File: config.mk
export PLATFORM = sky130hd
export DESIGN_NAME = rr_mux_arbiter
export DESIGN_NICKNAME = d
export VERILOG_FILES = /design/src/rtl/rr_mux_arbiter.sv
export SDC_FILE = /design/constraint.sdc
export NUM_CORES = 1
export LEC_CHECK = 0
export ABC_AREA = 0
export ABC_CLOCK_PERIOD_IN_PS = 1700
export BUFFER_PORTS_ARGS = -buffer_cell sky130_fd_sc_hd__buf_2
export CORE_UTILIZATION = 35
export DETAILED_ROUTE_END_ITERATION = 8
export SYNTH_ARGS = -nofsm -noshare
export SYNTH_HDL_FRONTEND = slang
export SYNTH_SLANG_ARGS = --single-unit
File: constraint.sdc
create_clock -name clk -period 1.7 [get_ports clk]
set_input_delay 0.425 -clock clk [delete_from_list [all_inputs] [get_ports clk]]
set_output_delay 0.425 -clock clk [all_outputs]
set_load 0.02 [all_outputs]
File: src/rtl/rr_mux_arbiter.sv
// Round-robin arbiter that drives one shared mux select and captures the winning
// requester's word into a single-entry valid/ready output stage.
module rr_mux_arbiter #(
  parameter int switch_bits = 2,
  parameter int data_width  = 8,
  localparam int N          = 1 << switch_bits
) (
  input  logic                    clk,
  input  logic                    rst,
  input  logic [N-1:0]            req,
  input  logic [N*data_width-1:0] in_data,
  output logic [N-1:0]            ack,
  output logic [switch_bits-1:0]  sel,
  output logic                    o_valid,
  output logic [data_width-1:0]   o_data,
  input  logic                    o_ready
);

  // Handshake: a word moves downstream on any rising edge where o_valid & o_ready.
  // A new word is captured when some requester is asking and the stage is empty
  // or being emptied on the same edge, so back-to-back transfers have no bubble.

  logic [switch_bits-1:0] r_ptr;
  logic [switch_bits-1:0] r_sel;
  logic [N-1:0]           r_ack;
  logic                   r_valid;
  logic [data_width-1:0]  r_data;

  logic [switch_bits-1:0] w_winner;
  logic                   w_load;
  logic [data_width-1:0]  w_mux_out;
  logic [data_width-1:0]  w_slices [N];

  for (genvar g = 0; g < N; g++) begin : g_slice
    assign w_slices[g] = in_data[g*data_width +: data_width];
  end

  // Scan starting at r_ptr; the index sum wraps naturally in switch_bits bits.
  always_comb begin
    logic                   v_found;
    logic [switch_bits-1:0] v_idx;
    v_found  = 1'b0;
    v_idx    = '0;
    w_winner = '0;
    for (int k = 0; k < N; k++) begin
      v_idx = r_ptr + switch_bits'(k);
      if (!v_found && req[v_idx]) begin
        v_found  = 1'b1;
        w_winner = v_idx;
      end
    end
  end

  assign w_load    = (|req) & (~r_valid | o_ready);
  assign w_mux_out = w_slices[w_winner];

  always_ff @(posedge clk) begin
    if (rst) begin
      r_ptr   <= '0;
      r_sel   <= '0;
      r_ack   <= '0;
      r_valid <= 1'b0;
      r_data  <= '0;
    end else if (w_load) begin
      r_data  <= w_mux_out;
      r_valid <= 1'b1;
      r_sel   <= w_winner;
      r_ptr   <= w_winner + 1'b1;
      r_ack   <= {{(N-1){1'b0}}, 1'b1} << w_winner;
    end else begin
      r_ack <= '0;
      if (r_valid && o_ready) begin
        r_valid <= 1'b0;
      end
    end
  end

  assign ack     = r_ack;
  assign sel     = r_sel;
  assign o_valid = r_valid;
  assign o_data  = r_data;

endmodule

Word-level counts from Yosys, hierarchy flattened
Cells that the tools add are included.

operators by class
  mux-type cells = 20
  magnitude comparators = 5
  reductions and logical operators = 10
  shift-type cells = 1
  $add $sub $neg = 4
  bitwise operators = 5

operator list
  cell                   number
  $bmux W8 S2            1
  $mux W8                2
  $lt A2 B3 Y1 const B   4
  $mux W1                9
  $bmux W1 S2            4
  $mux W2                4
  $add A2 B1 Y2 const B  2
  $add A2 B2 Y2 const B  2
  $logic_and A1 B1 Y1    4
  $reduce_or A4 Y1       1
  $shl A1 B2 Y4 const A  1
  $ge A3 B3 Y1 const B   1
  $logic_not A1 Y1       3
  $not A2 Y3             1
  $not A1 Y1             2
  $reduce_bool A2 Y1     1
  $reduce_or A2 Y1       1
  $and A1 B1 Y1          1
  $or A1 B1 Y1           1

storage, ports and cells
  bits in registers = 17
  output and inout bits = 15
  bits of input ports = 39
  logic and storage cells = 50

Depth between registers and ports, before layout
Gate-level depths: netlist of the first run.

  depth after elaboration = 16
  mapped depth = 7
  mapped depth without buffers = 5

Worst setup path before layout of the first run
Ideal clock, no wire load.

  kind = input to register
  start point = input port req[0]
  end point = register r_data[0] (netlist: o_data[0])
  arrival time = 1349 ps
  path buffers = 2
  library setup time = 123 ps
  cell stages on the path = 7
  required time = 1577 ps
  slack = 227 ps
  cells stage by stage = nand2_1 or2_1 buf_2 nand3_4 buf_12 mux2i_1 o211ai_2

on the way
  cells in the longest elaborated chain, start to end = 16
  elaborated cells between the ends (all ways) = 27
  classes of those cells = mux: 18; bitwise: 2; reduce/logical: 7

RTL lines
  element                                      RTL line  RTL
  from (decl)                                  10        input logic [N-1:0] req,
  $bmux W1 S2                                  47        if (!v_found && req[v_idx]) begin
  $mux W1 (implied by the code)                47
  $mux W1                                      47
  $logic_not A1 Y1                             47
  $logic_and A1 B1 Y1                          47
  $mux W1                                      47
  $logic_not A1 Y1                             47
  $logic_and A1 B1 Y1                          47
  $mux W1                                      47
  $logic_not A1 Y1                             47
  $logic_and A1 B1 Y1                          47
  $mux W2                                      47
  $not A2 Y3 (implied by the code)             55        assign w_mux_out = w_slices[w_winner];
  $bmux W8 S2                                  55
  $mux W8 (implied by the code) (2 in series)  55
  to (signal assigned)                         65        r_data <= w_mux_out;
  to (decl)                                    27        logic [data_width-1:0] r_data;

Several ways; a longest one is shown, not always the timed one. The select of a mux whose other input is x is not followed.
A chain may end at the register's enable or synchronous reset.

Worst setup path in the final report of the first run
  start point = register r_ptr[1]
  end point = register r_data[6] (netlist: o_data[6])

on the way
  cells in the longest elaborated chain, start to end = 16
  elaborated cells between the ends (all ways) = 28
  classes of those cells = add/sub: 3; mux: 18; bitwise: 1; reduce/logical: 6

RTL lines
  element                                                 RTL line  RTL
  from (decl)                                             23        logic [switch_bits-1:0] r_ptr;
  from (signal assigned)                                  68        r_ptr <= w_winner + 1'b1;
  branches (longest 11 deep; another with $add A2 B1 Y2)  --
  $mux W2 (*)                                             47
  $not A2 Y3 (implied by the code) (*)                    55
  $bmux W8 S2 (*)                                         55
  $mux W8 (implied by the code) (*) (2 in series)         55

Every way passes the cells marked *. The select of a mux whose other input is x is not followed.

==> results of run 1 <==
## worst max-delay path by stage
stage          startpoint  slack, ns  cells past startpoint   endpoint
2_1_floorplan      req[0]       0.23                      7  o_data[0]
3_3_place_gp       req[2]       0.07                      6  o_data[4]
3_5_place_dp       req[2]      -0.03                      7  o_data[6]
4_1_cts          r_ptr[1]       0.10                      6  o_data[6]
5_1_grt          r_ptr[1]       0.01                      6  o_data[5]
6_report         r_ptr[1]       0.11                      6  o_data[6]
## routing by layer
metal	track usage (%)	up-vias
met5	0	-
met4	5.92	0
met3	3.92	6
met2	31.1	42
met1	23.6	494
li1	-	531
## critical path: stages (launching register included)
cell      delay [ns]
dfxtp_1         0.42
nand2_1         0.16
a311oi_4        0.33
nor2_1          0.13
nand3_1         0.14
buf_4           0.20
o211ai_2        0.10
## Yosys cell counts
cell type / n / share of area [%]
o211ai_2: 9 / 11
nand2b_1: 2 / 1.2
nand3_1: 1 / 0.48
nor2_1: 8 / 2.9
dfxtp_1: 17 / 33
nor2b_1: 1 / 0.60
a21oi_1: 2 / 0.96
a21oi_2: 1 / 0.84
nand2_1: 12 / 4.3
a21o_1: 9 / 6.5
inv_1: 3 / 1.1
buf_12: 1 / 1.9
xnor2_1: 1 / 0.84
nor2_2: 3 / 1.8
buf_6: 1 / 1.1
nor3_4: 1 / 1.6
a211oi_1: 2 / 1.4
a311oi_2: 1 / 1.4
buf_4: 1 / 0.72
nand4_1: 8 / 4.8
nor4_2: 1 / 1.2
buf_2: 2 / 0.96
a21oi_4: 1 / 1.6
mux2i_1: 10 / 9.6
or2_1: 2 / 1.2
nand3_4: 1 / 1.7
o31ai_1: 8 / 5.8
## sequential cells by signal (all words and copies together), names as in the netlist
register  cells
o_valid       1
o_data        8
sel           2
r_ptr         2
ack           4
## timing repair
| action | in CTS | in global routing |
|---|---|---|
| setup endpoints to repair | 0 | 3 |
| resized for setup | 0 | 2 |
| hold endpoints to repair | 0 | 0 |
## report_power, final
| part | internal (mW) | switching, mW | total, mW |
|---|---|---|---|
| logic | 0.198 | 0.263 | 0.461 |
| registers | 0.450 | 0.0298 | 0.480 |
| clock network | 0.0875 | 0.140 | 0.228 |
## kinds of logic (layout without fill, tap and decap cells)
kind of cell / Yosys count / in the layout / synth area share (%)
simple gates: 40 / 40 / 21.8
compound gates: 33 / 33 / 29.3
flops: 17 / 17 / 32.7
mux: 10 / 10 / 9.62
buf+inv: 8 / 70 / 5.77
xor+xnor: 1 / 1 / 0.841
## area by class of cell
type | count | area, µm²
Timing Repair Buffer | 63 | 340
Clock inverter | 1 | 5.00
Inverter | 3 | 11.3
Multi-Input combinational cell | 84 | 661
Clock buffer | 3 | 22.5
Tap cell | 31 | 38.8
Sequential cell | 17 | 340
Fill cell | 284 | 1360
## stage by stage
stage / instances / utilization [%]
final: 202 / 51.0
after global routing: 202 / 51.0
after CTS: 202 / 50.3
after detailed placement: 198 / 49.3
after global placement: 198 / 49.3
after floorplan: 109 / -
==> results.yml, run 1 <==
run_status:
  outcome: "finished clean"
sta:
  tightest_slew_ns: 0.466
  max-slew-margin-rel_pct: 68.9
  drv_slew: 0
  tns_ns: 0
  hold_ws_ns: 0.363
  period_share_pct: 93.6
  fin_ws_ns: 0.109
  finalSetupViolations: 0
  grt_setup_unrepaired: "false"
  clock.fmax_mhz: 628
  layout_min_cycle_time_ns: 1.59
  fin_skew_ns: 0.00876
  final-hold-violation-count: 0
run:
  drv_cap: 0
worst_hold_path:
  hold_path_startpoint: "rst"
  holdPathStages: 2
  hp-class: "input pin to register"
  min_to: "o_valid"
finish:
  layout.nets: 211
  final_common_cell: "buf_2"
  drive_gt1_share_pct: 49.7
  num_antenna_cells: 0
  area.growth.synth_to_final_pct: 36.3
  layout_common_cells: "buf_2, dfxtp_1, nand2_1, mux2i_1, buf_4"
  design_area_um2: 1420
clocking:
  tritoncts: "yes"
  postCtsSetupRepairBufs: 0
  cts_made_buffers: 3
  clockRootBuffer: "clkbuf_4"
  htree_num_levels: 1
  clkLatencyLatePin_ns: 0.30
  clk_pin_slew_worst_paths_ns: 0.11
  cts.path.max_buffers: 2
  clock_sinks: 17
  hold_buffers: 0
setup_path:
  cp.required_ns: 1.88
  reg2reg_from: "r_ptr[1]"
  worstSetupStartpointType: "register"
  rr_worst_depth: 6
  worstSetupEndpointType: "register"
  reg2reg_to: "o_data[6]"
  arrival_ns: 1.78
  r2r_slack_ns: 0.11
  cp_max_fo: 8
  crit_type: "register to register"
placed_design:
  finalWeightedCongestion: 0.696
  dp_hpwl_um: 2210
  io_buffers: 53
  placed_area_um2: 1370
  place_ws_ns: -0.0281
synthesis:
  syn_nets: 148
  netlist_area_um2: 1040
  synth_warnings: 0
  synth.distinct_cells: 27
  synthCells: 109
  avgSynthCellArea_um2: 9.55
  ys_ff_latch: 17
  ys_seq_area_share_pct: 32.7
routing:
  drc: 0
  wl_per_cell_um: 14.0
  drt_pass1_iterations: 4
  routed.top_layer: "met4"
  drt_iter0_markers: 28
  routed_wl_um: 2830
  met3_length_um: 194
  vias: 1073
  drt-met1-wl_um: 1310
  dr_wl_met2_um: 1290
  avgViaCountPerCell: 5.31
  ant_nets: 0
floorplanning:
  dieArea_um2: 3200
  io_pins: 54
  die_width_um: 56.5
  fp.dieH_um: 56.5
  coreArea_um2: 2780
  placementRows: 19
  initial_core_util_pct: 37.4
pwr:
  p_leak_nw: 0.711
  power.density_nw_per_um2: 824
  design_power_total_mw: 1.17
  ir_worst_vdd_uv: 521
global_routing:
  gr-total-overflow: 0
  grt_pass1_wl_um: 4620
  grt_max_degree: 11
  antenna_found_initial: 0
  grt_pass1_vias: 1045
  track_usage_pct: 18.6
No activity file was read; power rests on OpenSTA's default activity.
==> run 2: changes to the inputs <==
Settings changed: CORE_UTILIZATION 35 to 38, PLACE_DENSITY set to 0.69.
==> run 2 against run 1 <==
Compared with the run above: register-to-register slack improved by 0.03 ns; critical path depth fell by 1; worst hold slack improved by 0.0069 ns; fmax rose by 1.9%; design area rose by 0.26%; wire length fell by 5.0%; sequential power barely moved; largest power group unchanged; sequential share of layout area fell by 0.063 points; final cell count fell by 1.5%; non-clock buffer count fell by 2; core utilization rose by 5.4 points; worst setup slack improved by 0.030 ns; largest cell class unchanged.
==> results.yml, run 2 (synthesis gave the netlist of run 1 again) <==
run_status:
  outcome: "finished clean"
clocking:
  cts_made_buffers: 3
  clock_sinks: 17
  cts.path.max_buffers: 2
  clockRootBuffer: "clkbuf_4"
  tritoncts: "yes"
  clkLatencyLatePin_ns: 0.29
  htree_num_levels: 1
  clk_pin_slew_worst_paths_ns: 0.10
pwr:
  power.density_nw_per_um2: 819
  ir_worst_vdd_uv: 591
  p_leak_nw: 0.706
finish:
  area.growth.synth_to_final_pct: 36.7
  largest_reg_flops: 8
  final_util_pct: 56.4
  nFillCells: 249
  layout_common_cells: "buf_2, dfxtp_1, nand2_1, a21o_1, mux2i_1"
  drive_gt1_share_pct: 49.1
  instances_no_fill: 199
  design_area_um2: 1420
  final_common_cell: "buf_2"
  layout.nets: 209
  num_antenna_cells: 0
worst_hold_path:
  hp-class: "input pin to register"
sta:
  clock.fmax_mhz: 640
  layout_min_cycle_time_ns: 1.56
  period_share_pct: 91.9
  hold_ws_ns: 0.370
  finalSetupViolations: 0
  final-hold-violation-count: 0
  fin_skew_ns: 0.00403
  grt_setup_unrepaired: "false"
  tightest_slew_ns: 0.436
  drv_slew: 0
  max-slew-margin-rel_pct: 70.9
  tns_ns: 0
setup_path:
  cp.depth: 5
  reg2reg_to: "o_data[2]"
  reg2reg_from: "r_ptr[1]"
  cp_max_fo: 10
  crit_type: "register to register"
  path_buf_inv: 0
  crit_path_end: "o_data[2]"
  cpMaxStageDelayCell: "dfxtp_1"
  crit_path_cell_trace: "nand2_1 -> or2_1 -> nand3_4 -> mux2i_1 -> o211ai_2"
  critPathTopFamily: "simple AND/OR/NAND/NOR gates"
  worstSetupStartpointType: "register"
  r2r_slack_ns: 0.14
  crit_path_start: "r_ptr[1]"
  worstSetupEndpointType: "register"
  arrival_ns: 1.75
  max_stage_delay_ns: 0.43
  cp.required_ns: 1.89
  rr_worst_depth: 5
floorplanning:
  initial_core_util_pct: 41.3
  fp.dieH_um: 54.3
  io_pins: 54
  die_width_um: 54.3
  dieArea_um2: 2950
  placementRows: 18
  coreArea_um2: 2520
global_routing:
  grt_pass1_wl_um: 4290
  gr-total-overflow: 0
  grt_max_degree: 12
  grt_pass1_vias: 1003
  grt_use_met3_pct: 7.50
  track_usage_pct: 20.3
  use_met1_pct: 22.9
  antenna_found_initial: 0
  busiest_layer: "met2"
  use_met2_pct: 35.8
routing:
  drt_pass1_iterations: 4
  routed_wl_um: 2690
  drc: 0
  vias: 1047
  wl_per_cell_um: 13.5
  avgViaCountPerCell: 5.26
  drt_iter0_markers: 13
  ant_nets: 0
placed_design:
  dp_hpwl_um: 2140
  io_buffers: 53
  finalWeightedCongestion: 0.824
  place_inst: 195
  placed_area_um2: 1370
run:
  drv_cap: 0
run 2: cell types whose count changed in the layout (fill, tap and decap cells not counted), sizes merged:
cell    change
buf         -2
clkbuf      +1
clkinv      -1
run 2: per-stage QoR:
stage          total power, mW  worst slack, ns
6_report                  1.16            0.138
5_1_grt                   1.24          0.00796
4_1_cts                   1.16            0.103
3_5_place_dp             0.946           0.0179
3_3_place_gp             0.934           0.0683
2_1_floorplan            0.805            0.227
run 2: how the worst min path moves through the flow:
stage / from / to / depth (start not counted)
finish: rst / o_valid / 2
global placement: sel[1] / sel[1] / 2
CTS: rst / o_valid / 2
floorplan: rst / o_valid / 1
detailed placement: sel[1] / sel[1] / 2
global route: rst / r_ptr[0] / 2
run 2: cell type report:
| cell class | instances | area, µm² | area share, % |
|---|---|---|---|
| inverter | 3 | 11.3 | 0.792 |
| sequential | 17 | 340 | 23.9 |
| tap | 30 | 37.5 | 2.64 |
| clock buffer | 4 | 26.3 | 1.85 |
| multi-input combinational | 84 | 669 | 47.1 |
| timing repair buffer | 61 | 338 | 23.7 |
run 2: routing by layer:
layer,up-vias,wire [µm]
li1,526,-
met1,474,1120
met2,43,1300
met3,4,251
met4,0,22
met5,-,0
run 2: power by group:
part | total [mW] | internal, mW | switching [mW]
sequential | 0.481 | 0.451 | 0.0305
combinational | 0.468 | 0.202 | 0.266
clock | 0.216 | 0.0913 | 0.125
run 2: repair_timing:
item	4_1_cts	5_1_grt
setup buffers	0	0
gates resized for setup	0	4
hold buffers	0	0
setup endpoints to repair	0	7
endpoints found under the hold margin	0	0
run 2: worst register-to-register path, cell delays in order (launching register included):
cell and delay, ns:
dfxtp_1 0.43, nand2_1 0.18, or2_1 0.30, nand3_4 0.18, mux2i_1 0.27, o211ai_2 0.10
